### src/rtl/vga_timing_pkg.sv
// Shared VGA raster timing constants and the counter type.
// Defaults describe 640x480@60: 800 pixels x 525 lines at a 25 MHz pixel rate.
package vga_timing_pkg;

    localparam int CNT_W         = 10;
    localparam int CNT_MAX_TOTAL = 1 << CNT_W;

    localparam int H_ACTIVE_DEF  = 640;
    localparam int H_FP_DEF      = 16;
    localparam int H_SYNC_DEF    = 96;
    localparam int H_BP_DEF      = 48;

    localparam int V_ACTIVE_DEF  = 480;
    localparam int V_FP_DEF      = 10;
    localparam int V_SYNC_DEF    = 2;
    localparam int V_BP_DEF      = 33;

    typedef logic [CNT_W-1:0] vga_cnt_t;

endpackage

### src/rtl/vga_axis_counter.sv
// One raster axis: wrapping position counter plus a registered sync flag.
// The sync flop is loaded from the next count value, so sync always matches
// the count that is visible in the same cycle.
module vga_axis_counter
    import vga_timing_pkg::*;
#(
    parameter int   TOTAL      = 800,
    parameter int   SYNC_START = 656,
    parameter int   SYNC_LEN   = 96,
    parameter logic SYNC_POL   = 1'b0
) (
    input  logic     clk,
    input  logic     reset,
    input  logic     step,
    output vga_cnt_t cnt,
    output logic     wrap,
    output logic     sync
);

    localparam vga_cnt_t LAST       = vga_cnt_t'(TOTAL - 1);
    localparam vga_cnt_t SYNC_FIRST = vga_cnt_t'(SYNC_START);
    localparam vga_cnt_t SYNC_LAST  = vga_cnt_t'(SYNC_START + SYNC_LEN - 1);

    vga_cnt_t cnt_q, cnt_d;
    logic     sync_q, sync_d;

    // Terminal count: the next step returns the axis to zero.
    assign wrap = (cnt_q == LAST);

    // Next count and the sync level that belongs to it.
    always_comb begin
        cnt_d  = wrap ? '0 : cnt_q + vga_cnt_t'(1);
        sync_d = ((cnt_d >= SYNC_FIRST) && (cnt_d <= SYNC_LAST)) ? SYNC_POL : ~SYNC_POL;
    end

    // Count and sync only move on a step; otherwise everything holds.
    always_ff @(posedge clk or negedge reset) begin
        if (!reset) begin
            cnt_q  <= '0;
            sync_q <= ~SYNC_POL;
        end else if (step) begin
            cnt_q  <= cnt_d;
            sync_q <= sync_d;
        end
    end

    assign cnt  = cnt_q;
    assign sync = sync_q;

endmodule

### src/rtl/vga_hv_counter.sv
// VGA raster timing generator: horizontal pixel and vertical line counters
// with HSYNC/VSYNC, advancing once per enable strobe.
// Optional macro VGA_HV_ACTIVE_OUT_EN adds video_active and frame_start.
module vga_hv_counter
    import vga_timing_pkg::*;
#(
    parameter int   H_ACTIVE = H_ACTIVE_DEF,
    parameter int   H_FP     = H_FP_DEF,
    parameter int   H_SYNC   = H_SYNC_DEF,
    parameter int   H_BP     = H_BP_DEF,
    parameter int   V_ACTIVE = V_ACTIVE_DEF,
    parameter int   V_FP     = V_FP_DEF,
    parameter int   V_SYNC   = V_SYNC_DEF,
    parameter int   V_BP     = V_BP_DEF,
    parameter logic SYNC_POL = 1'b0
) (
    input  logic       clk,
    input  logic       reset,
    input  logic       enable,
    output logic       HSYNC,
    output logic       VSYNC,
    output logic [9:0] hori_cnt,
    output logic [9:0] vert_cnt
`ifdef VGA_HV_ACTIVE_OUT_EN
    ,
    output logic       video_active,
    output logic       frame_start
`endif
);

    localparam int H_TOTAL = H_ACTIVE + H_FP + H_SYNC + H_BP;
    localparam int V_TOTAL = V_ACTIVE + V_FP + V_SYNC + V_BP;

    // Totals must fit the 10-bit counters.
    if (H_TOTAL > CNT_MAX_TOTAL) begin : g_bad_h_total
        $error("vga_hv_counter: H_TOTAL %0d exceeds %0d", H_TOTAL, CNT_MAX_TOTAL);
    end
    if (V_TOTAL > CNT_MAX_TOTAL) begin : g_bad_v_total
        $error("vga_hv_counter: V_TOTAL %0d exceeds %0d", V_TOTAL, CNT_MAX_TOTAL);
    end

    vga_cnt_t h_cnt, v_cnt;
    logic     h_wrap, v_wrap;
    logic     v_step;

    // Lines advance only on the pixel strobe that ends a line.
    assign v_step = enable & h_wrap;

    vga_axis_counter #(
        .TOTAL      (H_TOTAL),
        .SYNC_START (H_ACTIVE + H_FP),
        .SYNC_LEN   (H_SYNC),
        .SYNC_POL   (SYNC_POL)
    ) u_hori (
        .clk   (clk),
        .reset (reset),
        .step  (enable),
        .cnt   (h_cnt),
        .wrap  (h_wrap),
        .sync  (HSYNC)
    );

    vga_axis_counter #(
        .TOTAL      (V_TOTAL),
        .SYNC_START (V_ACTIVE + V_FP),
        .SYNC_LEN   (V_SYNC),
        .SYNC_POL   (SYNC_POL)
    ) u_vert (
        .clk   (clk),
        .reset (reset),
        .step  (v_step),
        .cnt   (v_cnt),
        .wrap  (v_wrap),
        .sync  (VSYNC)
    );

    assign hori_cnt = h_cnt;
    assign vert_cnt = v_cnt;

`ifdef VGA_HV_ACTIVE_OUT_EN
    vga_cnt_t h_next, v_next;
    logic     active_q, active_d;
    logic     frame_q, frame_d;

    // Next coordinates, so the flags line up with the counts they describe.
    always_comb begin
        h_next   = h_wrap ? '0 : h_cnt + vga_cnt_t'(1);
        v_next   = v_step ? (v_wrap ? '0 : v_cnt + vga_cnt_t'(1)) : v_cnt;
        active_d = (h_next < vga_cnt_t'(H_ACTIVE)) && (v_next < vga_cnt_t'(V_ACTIVE));
        frame_d  = h_wrap & v_wrap;
    end

    // Flags update with the counters and hold while enable is low.
    always_ff @(posedge clk or negedge reset) begin
        if (!reset) begin
            active_q <= 1'b0;
            frame_q  <= 1'b0;
        end else if (enable) begin
            active_q <= active_d;
            frame_q  <= frame_d;
        end
    end

    assign video_active = active_q;
    assign frame_start  = frame_q;
`else
    logic v_wrap_unused;
    assign v_wrap_unused = v_wrap;
`endif

endmodule

### config.mk
export PLATFORM = sky130hd
export DESIGN_NAME = vga_hv_counter
export DESIGN_NICKNAME = d
export VERILOG_FILES = /design/src/rtl/vga_timing_pkg.sv /design/src/rtl/vga_axis_counter.sv /design/src/rtl/vga_hv_counter.sv
export SDC_FILE = /design/constraint.sdc
export NUM_CORES = 1
export LEC_CHECK = 0
export ABC_AREA = 0
export BUFFER_PORTS_ARGS = -buffer_cell sky130_fd_sc_hd__clkbuf_2
export CORE_AREA = 4 4 95 70
export CTS_BUF_LIST = sky130_fd_sc_hd__clkbuf_8
export DETAILED_ROUTE_END_ITERATION = 6
export DIE_AREA = 0 0 99 74
export PLACE_DENSITY = 0.45
export SYNTH_ARGS = -nofsm -noshare
export SYNTH_HDL_FRONTEND = slang
export SYNTH_SLANG_ARGS = --single-unit
### constraint.sdc
create_clock -name clk -period 2.35 [get_ports clk]
set_input_delay 0.3525 -clock clk [delete_from_list [all_inputs] [get_ports clk]]
set_output_delay 0.3525 -clock clk [all_outputs]
set_load 0.05 [all_outputs]
After elaboration in Yosys (flattened, before gate mapping):

Index checks and enable logic that the tools add are counted.
W data, S select, Z words.

* logic and storage cells: 19
* register bits: 22

* reductions and logical operators: 2
* $add $sub $neg: 2
* bitwise operators: 1
* equal/unequal tests: 2
* multiplexer cells: 4
* order comparisons: 4

Operators by type and width (number)
* $add A10 B1 Y10 const B: 2
* $eq A10 B10 Y1 const B: 2
* $mux W10: 2
* $ge A10 B10 Y1 const B: 1
* $ge A10 B9 Y1 const B: 1
* $le A10 B10 Y1 const B: 1
* $le A10 B9 Y1 const B: 1
* $logic_and A1 B1 Y1: 2
* $mux W1: 2
* $and A1 B1 Y1: 1

Logic depth before layout (Yosys ltp):

Gate-level depths: netlist (run 1).

* depth after elaboration: 5
* gate-level depth with buffers: 8

Modules after synthesis:

Synthesis (run 1) repeated with hierarchy kept, for this count alone.

* cell total of the unflattened synthesis: 161
* area total of the unflattened synthesis: 1498.9 um^2

By module, submodules not included
* vga_axis_counter (u_hori): times used 1, cells an instance 85, area each 768.2 um^2
* vga_axis_counter (u_vert): times used 1, cells an instance 75, area each 724.4 um^2
* vga_hv_counter: times used 1, cells an instance 1, area each 6.3 um^2

Worst setup path after synthesis (run 1):

Ideal clock, no wire load.

* path type: flip-flop to flip-flop
* start point: register u_hori.cnt_q[1] (netlist: u_hori.cnt[1])
* end point: register u_vert.sync_q (netlist: u_vert.sync)
* path buffers: 1
* stages on the path, launching flop included: 8
* data required time: 2.266 ns
* clock period less this slack: 2.219 ns
* setup time: 0.084 ns
* arrival time: 2.135 ns
* path slack: 0.131 ns
* cells stage by stage: dfrtp_1 > ha_1 > and4_4 > nand4_4 > or2_0 > buf_2 > nor4_2 > a21oi_1

* longest elaborated chain between the ends: 2

RTL lines
* start, declared: line vga_axis_counter.sv:24 `vga_cnt_t cnt_q, cnt_d;`
* start signal, assigned: line vga_axis_counter.sv:42 `cnt_q <= cnt_d;`
* $eq A10 B10 Y1: line vga_axis_counter.sv:28 `assign wrap = (cnt_q == LAST);`
* $and A1 B1 Y1: line vga_hv_counter.sv:47 `assign v_step = enable & h_wrap;`
* end signal, assigned: line vga_axis_counter.sv:40 `sync_q <= ~SYNC_POL;`
* end signal, assigned: line vga_axis_counter.sv:43 `sync_q <= sync_d;`
* end, declared: line vga_axis_counter.sv:25 `logic sync_q, sync_d;`

Every way passes these cells.
A chain may end at the register's enable or synchronous reset.

Final worst setup path (run 1):

Ends and elaborated chain as after synthesis.

==> flow_metrics.tcl, run 1 <==
set metrics [dict create \
    layout.cells.non_filler 259 \
    timing.critical_path.fanout_max 8 \
    rsz0062_at_grt "no" \
    grt_first_pass_wirelength_mm 6.354 \
    grt_pass1_vias 1189 \
    place.gp.congestion 0.8083 \
    postSynth.topFlopCell "dfrtp_1" \
    detail_route.first_pass.iterations 4 \
    cts_post_setup_buffers_inserted 0 \
    vias 1261 \
    instance_count_of_the_mapped_netlist 160 \
    num_io_pins 25 \
    drt_first_iter_violations 244 \
    run_status "finished clean" \
    syn_to_final_growth_pct 19.56 \
    antenna_found_initial 0 \
    combPwrFrac 0.290 \
    cts_root_buf "clkbuf_8" \
    cp-startpoint "u_hori.cnt[1]" \
    fin_area_mm2 0.001690 \
    detailed_place_hpwl_mm 2.759 \
    fin_skew_ns 0.002648 \
    synth-edff-count 0 \
    tritoncts.num_buffers 3 \
    pwr-share-clk 0.279 \
    routed_via_density 4.869 \
    cellInternalPower_mw 0.7500 \
    setup_tns_final_ns 0 \
    fp.coreArea_mm2 0.005669 \
    die_x_um 99 \
    detailed_place.area_mm2 0.001619 \
    tritoncts "done" \
    cts.hold.buffers_added 0 \
    insertion_delay_ns 0.27 \
    timing.final.setup_violations 0 \
    fp.dieArea_mm2 0.007326 \
    drt_wl_total_mm 3.673 \
    insertedDiodeCount 0 \
    ys_seq_elements 22 \
    worst-setup-path-type "flip-flop to flip-flop" \
    synthDistinctLibCells 45 \
    tritoncts_num_sinks 22 \
    sw_frac_of_total 0.4149 \
    powerDensity_mw_per_mm2 758.3 \
    cp-start-kind "flip-flop" \
    post-route-drc-count 0 \
    cap_violations 0 \
    initial_core_utilization 0.2494 \
    fmax_mhz 473.6 \
    wire_per_inst_um 14.18 \
    final_layout_size_suffix_gt1_frac 0.2120 \
    p_leak_nw 0.6610 \
    worstHoldPathType "input pin to async pin" \
    max_slew_margin 0.6160 \
    place.port_buffers 24 \
    dp_cells 255 \
    path_clk_slew_ns 0.08 \
    reg2reg_slack_ns 0.24 \
    ir_drop_uv 277.8 \
    max_clock_buf_depth 2 \
    worst_slew_pin_slew_ns 0.5760 \
    globalRoute.totalOverflow 0 \
    htreeDepth 1 \
    critical_path_arrival_ns 2.31 \
    synthesis.yosys.warnings 0 \
    crit-reg2reg-launch "u_hori.cnt[1]" \
    report.final.hold_viol_count 0 \
    synth-seq-area-share 0.3912 \
    power_switching_mw 0.5319 \
    worstPathRequired_ns 2.55 \
    die_y_um 74 \
    final_antenna_net_count 0 \
    fin_crit_sh 0.8984 \
    fp-row-count 23 \
    grt_max_degree 23 \
    final_nets 193 \
    net_count_after_synthesis 168 \
    slew_viol_final 0 \
    synthesized_area_mm2 0.001414 \
    seqPwrFrac 0.432 \
    post_synth.cell_area_avg_um2 8.837 \
    grt_util_all_layers 0.1082 \
    async_reset_ff_frac 1.000 \
    post_route_minimum_period_ns 2.111 \
    post_cts_sizing_count 0 \
    endpoint_kind "flip-flop" \
]
stage by stage:
| stage | util | setup slack (ns) | hold slack, ns | total power, mW |
|---|---|---|---|---|
| floorplan | - | 0.1310 | 0.05691 | 0.8255 |
| global placement | 0.2856 | 0.3733 | 0.3769 | 0.9335 |
| detailed placement | 0.2856 | 0.2815 | 0.3787 | 0.9287 |
| CTS | 0.2982 | 0.2501 | 0.07808 | 1.293 |
| global route | 0.2982 | 0.04789 | 0.1019 | 1.358 |
| finish | 0.2982 | 0.2387 | 0.06427 | 1.282 |
cell usage in the layout, fill, tap and decap left out, types with 3 or more instances in the layout:
cell type  Yosys  layout
nand2_1       24      24
clkbuf_2       0      24
o21ai_0       20      20
dfrtp_1       20      20
nor2_1         8       8
a21oi_1        7       7
inv_1          6       6
nand3_1        6       6
xnor2_1        6       6
a31oi_1        5       5
ha_1           5       5
o31ai_1        4       4
and3_1         3       3
nor3_1         3       3
clkbuf_8       0       3
buf_4          0       3
flip-flops by register name (all words and copies together), names as in the netlist:
| register | count |
|---|---|
| u_hori.cnt | 10 |
| u_vert.cnt | 10 |
| u_hori.sync | 1 |
| u_vert.sync | 1 |
worst max-delay path, stage by stage, from the launching register on:
cell,delay [ns]
dfrtp_1,0.46
ha_1,0.32
and4_4,0.31
nand4_4,0.15
or2_0,0.39
nor4_2,0.31
a21oi_1,0.10
routing by layer:
| metal | vias up | track usage | part of all wire |
|---|---|---|---|
| met5 | - | 0 | 0 |
| met4 | 0 | 0.02727 | 0.011 |
| met3 | 4 | 0.02343 | 0.038 |
| met2 | 37 | 0.1458 | 0.38 |
| met1 | 584 | 0.1714 | 0.57 |
| li1 | 636 | - | - |
cell type report:
class                      count  area (um2)
fill                         602        3979
multi-input combinational    125       807.0
sequential                    22       553.0
timing repair buffer          27       142.6
tap                           75       93.84
clock buffer                   3       41.29
clock inverter                 1       30.03
inverter                       6       22.52
power groups by stage:
stage / combinational, mW / clock (mW) / sequential, mW
CTS: 0.373 / 0.370 / 0.549
finish: 0.371 / 0.357 / 0.553
global route: 0.400 / 0.389 / 0.569
global placement: 0.376 / 0 / 0.558
floorplan: 0.166 / 0 / 0.659
detailed placement: 0.372 / 0 / 0.557
cells by family after synthesis:
logic type / count (synthesis) / share of synthesized area
AO/OA/AOI/OAI: 45 / 0.1894
AND/OR/NAND/NOR: 67 / 0.2876
adder cells (fa/ha/maj): 5 / 0.04425
buffers and inverters: 13 / 0.03805
XOR/XNOR: 8 / 0.04956
flip-flops: 22 / 0.3912
path summary, 6_finish.rpt:
path / to / cells past startpoint
worst min-delay path: u_hori.cnt[2] / 1
worst min register to register: u_hori.sync / 2
min in group clk: u_hori.cnt[1] / 2
max in group asynchronous: u_vert.sync / 1
worst max-delay path: u_vert.sync / 6
worst max register to register: u_vert.sync / 6
Yosys cell counts (all sizes together) (2+ instances only):
master   n  area, um2
nor4     4      46.29
nand4    3      33.78
clkbuf   3      11.26
ha       5      62.56
nor4b    2      32.53
o211ai   2      15.01
and3     3      18.77
and4     2      20.02
nand3    6      30.03
buf      4      20.02
inv      6      22.52
nand2   24      90.09
nand3b   2      15.01
nor2     8      30.03
o31ai    4      30.03
nor3     4      25.02
a21oi    7      35.03
xor2     2      17.52
xnor2    6      52.55
dfrtp   20      500.5
dfstp    2      52.55
o21ai   20      100.1
a31oi    5      31.28
(Power assumes the default switching activity.)
==> run 2, diff against run 1 <==
--- a/config.mk
+++ b/config.mk
@@ -10,3 +10,3 @@
 export CORE_AREA = 4 4 95 70
-export CTS_BUF_LIST = sky130_fd_sc_hd__clkbuf_8
+export CTS_BUF_LIST = sky130_fd_sc_hd__clkbuf_2
 export DETAILED_ROUTE_END_ITERATION = 6
==> constraint.sdc (replaced) <==
create_clock -name clk -period 2.35 [get_ports clk]
set_input_delay 0 -clock clk [delete_from_list [all_inputs] [get_ports clk]]
set_output_delay 0 -clock clk [all_outputs]
set_load 0.05 [all_outputs]
==> run 2 against run 1 <==
Against the previous run:
- fmax up 1.7%
- critical endpoint unchanged
- highest routed layer unchanged
- die area unchanged
- largest cell class unchanged
- register-to-register slack improved by 0.04 ns
==> flow_metrics.tcl, run 2 (synthesis gave the netlist of run 1 again) <==
set metrics [dict create \
    syn_to_final_growth_pct 17.79 \
    detail_route.first_pass.iterations 4 \
    powerDensity_mw_per_mm2 653.7 \
    die_x_um 99 \
    post_cts_sizing_count 0 \
    cap_violations 0 \
    setup_tns_final_ns 0 \
    max_clock_buf_depth 2 \
    insertedDiodeCount 0 \
    place.port_buffers 24 \
    fin_skew_ns 0.007130 \
    final_antenna_net_count 0 \
    drt_first_iter_violations 123 \
    final_nets 196 \
    grt_pass1_vias 1146 \
    critical_path_arrival_ns 2.37 \
    globalRoute.totalOverflow 0 \
    layout_commonest_cell "clkbuf_2" \
    place.gp.congestion 0.8252 \
    cp-startpoint "u_hori.cnt[1]" \
    final_layout_size_suffix_gt1_frac 0.2086 \
    slack_of_the_critical_path_ns 0.2744 \
    reg2reg_slack_ns 0.27 \
    ir_drop_uv 187.5 \
    worst_slew_pin_slew_ns 0.5938 \
    grt_util_all_layers 0.1082 \
    detailed_place.area_mm2 0.001627 \
    timing.final.setup_violations 0 \
    worst-setup-path-type "flip-flop to flip-flop" \
    wire_per_inst_um 13.96 \
    drt_wl_total_mm 3.658 \
    tritoncts_num_sinks 22 \
    report.final.hold_viol_count 0 \
    slew_viol_final 0 \
    crit-reg2reg-launch "u_hori.cnt[1]" \
    critPathSlowestCell "dfrtp_1" \
    post-route-drc-count 0 \
    fp.coreArea_mm2 0.005669 \
    critPathBufInv 0 \
    cts.hold.buffers_added 2 \
    timing.rr.end "u_vert.sync" \
    detailed_place_hpwl_mm 2.737 \
    post-place-ws_ns 0.3186 \
    fmax_mhz 481.8 \
    tritoncts.num_buffers 3 \
    grt_first_pass_wirelength_mm 6.237 \
    fp.dieArea_mm2 0.007326 \
    critical-path-top-delay-family "simple AND/OR/NAND/NOR gates" \
    timing.critical_path.slowest_cell_delay_ns 0.50 \
    insertion_delay_ns 0.33 \
    rsz0062_at_grt "no" \
    routed_via_density 4.939 \
    vias 1294 \
    layout_common_cells "27 x clkbuf_2, 24 x nand2_1, 20 x o21ai_0, 20 x dfrtp_1, 8 x nor2_1" \
    endpoint_kind "flip-flop" \
    initial_core_utilization 0.2494 \
    post_route_minimum_period_ns 2.076 \
    worstHoldPathType "input pin to async pin" \
    htreeDepth 1 \
    run_status "finished clean" \
    cts_post_setup_buffers_inserted 0 \
    p_leak_nw 0.6529 \
    path_clk_slew_ns 0.22 \
    worstPathRequired_ns 2.64 \
    timing.critical_path.fanout_max 8 \
    fin_area_mm2 0.001665 \
    fin_crit_sh 0.8832 \
    die_y_um 74 \
    cp-start-kind "flip-flop" \
    grt_max_degree 23 \
    num_io_pins 25 \
    tritoncts "done" \
    cts_root_buf "clkbuf_2" \
    ff2ff_path_depth 6 \
    fp-row-count 23 \
    max_slew_margin 0.6005 \
    antenna_found_initial 0 \
    total_power_mw 1.089 \
    cp_cell_sequence "ha_1 > and4_4 > nand4_4 > or2_0 > nor4_2 > a21oi_1" \
]
## run 2: stage by stage
stage	util	hold slack [ns]	instances
after global placement	0.2869	0.02318	256
after CTS	0.2938	0.1504	262
after floorplan	-	-0.2956	160
after global routing	0.2938	0.1625	262
after detailed placement	0.2869	0.03158	256
final	0.2938	0.1469	262
## run 2: final cells by class
| cell class | instances | area, um2 |
|---|---|---|
| clock buffer | 3 | 15.01 |
| clock inverter | 1 | 3.754 |
| fill | 604 | 4004 |
| inverter | 6 | 22.52 |
| multi-input combinational | 125 | 807.0 |
| sequential | 22 | 553.0 |
| tap | 75 | 93.84 |
| timing repair buffer | 30 | 170.2 |
## run 2: worst max-delay path by stage
stage / end / depth (start not counted)
3_5_place_dp: u_vert.sync / 6
5_1_grt: u_vert.sync / 6
4_1_cts: u_vert.sync / 6
6_report: u_vert.sync / 6
2_1_floorplan: u_vert.sync / 7
3_3_place_gp: u_vert.sync / 6
## run 2: power by group
| group | switching [mW] | internal [mW] | leakage [nW] |
|---|---|---|---|
| clock network | 0.120 | 0.0370 | 0.0140 |
| registers | 0.117 | 0.424 | 0.278 |
| logic | 0.280 | 0.110 | 0.360 |
## run 2: per-layer routing
| metal | global-route usage | wire length, um | up-vias |
|---|---|---|---|
| li1 | - | - | 646 |
| met1 | 0.1681 | 1922 | 615 |
| met2 | 0.1451 | 1478 | 31 |
| met3 | 0.02718 | 215 | 2 |
| met4 | 0.03182 | 41 | 0 |
| met5 | 0 | 0 | - |
==> run 3, diff against run 2 <==
- CORE_AREA: 4 4 95 70 -> 4 4 90 75
- DIE_AREA: 0 0 99 74 -> 0 0 94 79
- PLACE_DENSITY: 0.45 -> 0.44
==> run 3 against run 2 <==
Against the previous run:
- combinational power fell by 5.1%
- final cell count is 1.1% higher
- power down 1.1%
- critical path type unchanged
- largest power group unchanged
==> flow_metrics.tcl, run 3 (synthesis gave the netlist of run 1 again) <==
set metrics [dict create \
    run_status "finished clean" \
    layout_common_cells "27 x clkbuf_2, 24 x nand2_1, 20 x o21ai_0, 20 x dfrtp_1, 8 x nor2_1" \
    combPwrFrac 0.343 \
    timing.final.setup_violations 0 \
    seqPwrFrac 0.509 \
    cp_cell_sequence "ha_1 > and4_4 > nand4_4 > or2_0 > nor4_2 > a21oi_1" \
    wire_per_inst_um 13.48 \
    endpoint_kind "flip-flop" \
    fp.dieArea_mm2 0.007426 \
    pwr-share-clk 0.148 \
    drt_wl_total_mm 3.572 \
    insertion_delay_ns 0.34 \
    fmax_mhz 477.4 \
    post_route_minimum_period_ns 2.095 \
    cp-start-kind "flip-flop" \
    initial_core_utilization 0.2430 \
    final_antenna_net_count 0 \
    vias 1238 \
    place.port_buffers 24 \
    fillers 668 \
    globalRoute.totalOverflow 0 \
    dp_cells 259 \
    grt_max_degree 23 \
    num_io_pins 25 \
    detailed_place.area_mm2 0.001612 \
    worst_slew_pin_slew_ns 0.5537 \
    final_nets 193 \
    cap_violations 0 \
    fp-row-count 25 \
    p_leak_nw 0.6381 \
    tritoncts "done" \
    post_cts_sizing_count 0 \
    detailed_place_hpwl_mm 2.558 \
    max_clock_buf_depth 2 \
    antenna_found_initial 0 \
    report.final.hold_viol_count 0 \
    routed_via_density 4.672 \
    die_x_um 94 \
    place.gp.congestion 0.8377 \
    total_power_mw 1.077 \
    path_clk_slew_ns 0.22 \
    htreeDepth 1 \
    syn_to_final_growth_pct 16.73 \
    worstPathRequired_ns 2.65 \
    sw_frac_of_total 0.4788 \
    critical-path-top-delay-family "simple AND/OR/NAND/NOR gates" \
    setup_tns_final_ns 0 \
    fin_area_mm2 0.001650 \
    worstHoldPathType "input pin to async pin" \
    slew_viol_final 0 \
    grt_pass1_vias 1132 \
    worst-setup-path-type "flip-flop to flip-flop" \
    critPathBufInv 0 \
    power_switching_mw 0.5154 \
    max_slew_margin 0.6275 \
    rsz0062_at_grt "no" \
    ir_drop_uv 282.5 \
    layout.cells.non_filler 265 \
    post-route-drc-count 0 \
    tritoncts.num_buffers 3 \
    layout_commonest_cell "clkbuf_2" \
    detail_route.first_pass.iterations 4 \
    powerDensity_mw_per_mm2 652.3 \
    critPathSlowestCell "dfrtp_1" \
    timing.critical_path.slowest_cell_delay_ns 0.51 \
    cellInternalPower_mw 0.5611 \
    fin_crit_sh 0.8913 \
    final_layout_size_suffix_gt1_frac 0.1957 \
    grt_util_all_layers 0.09886 \
    grt_first_pass_wirelength_mm 5.913 \
    insertedDiodeCount 0 \
    timing.critical_path.fanout_max 8 \
    fin_skew_ns 0.003970 \
    cts_root_buf "clkbuf_2" \
    fp.coreArea_mm2 0.005818 \
    tritoncts_num_sinks 22 \
    critical_path_arrival_ns 2.40 \
    drt_first_iter_violations 73 \
    die_y_um 79 \
]
-- run 3: changes by cell type in the layout (fill, tap and decap cells not counted), sizes merged --
cell,change
buf,-3
-- run 3: worst paths after layout --
kind                                    start       endpoint  slack, ns  cells past startpoint
max in group asynchronous               reset    u_vert.sync       1.83                      2
min in group clk                  u_hori.sync    u_hori.sync       0.50                      2
worst max-delay path            u_hori.cnt[1]    u_vert.sync       0.26                      6
worst max register to register  u_hori.cnt[1]    u_vert.sync       0.26                      6
worst min register to register    u_hori.sync    u_hori.sync       0.50                      2
worst min-delay path                    reset  u_hori.cnt[0]       0.15                      2
-- run 3: stage by stage --
stage | setup slack [ns] | hold WS, ns | util
6_report | 0.2554 | 0.1483 | 0.2837
5_1_grt | 0.09299 | 0.1905 | 0.2837
4_1_cts | 0.2488 | 0.1514 | 0.2837
3_5_place_dp | 0.2875 | 0.02761 | 0.2770
3_3_place_gp | 0.3697 | 0.04376 | 0.2770
2_1_floorplan | 0.1310 | -0.2956 | -
-- run 3: layout make-up --
class,instances,area [um2],share of cell area
Clock buffer,3,15.01,0.009098
Clock inverter,1,3.754,0.002274
Inverter,6,22.52,0.01365
Multi-Input combinational cell,125,807.0,0.4890
Sequential cell,22,553.0,0.3351
Tap cell,81,101.3,0.06141
Timing Repair Buffer,27,147.6,0.08946
-- run 3: repair_timing --
item / CTS / global route
setup endpoints to repair: 0 / 0
hold buffers: 2 / 0
setup buffers: 0 / 0
hold endpoints to repair: 23 / 0
-- run 3: power groups by stage --
stage	combinational, mW	clock (mW)	sequential (mW)
2_1_floorplan	0.166	0	0.659
3_3_place_gp	0.375	0	0.555
3_5_place_dp	0.369	0	0.559
4_1_cts	0.373	0.171	0.551
5_1_grt	0.397	0.183	0.566
6_report	0.370	0.159	0.548
-- run 3: layer usage --
| metal | global-route usage | wire [um] | up-vias |
|---|---|---|---|
| li1 | - | - | 638 |
| met1 | 0.1510 | 1988 | 584 |
| met2 | 0.1403 | 1457 | 12 |
| met3 | 0.01610 | 78 | 4 |
| met4 | 0.03030 | 46 | 0 |
| met5 | 0 | 0 | - |
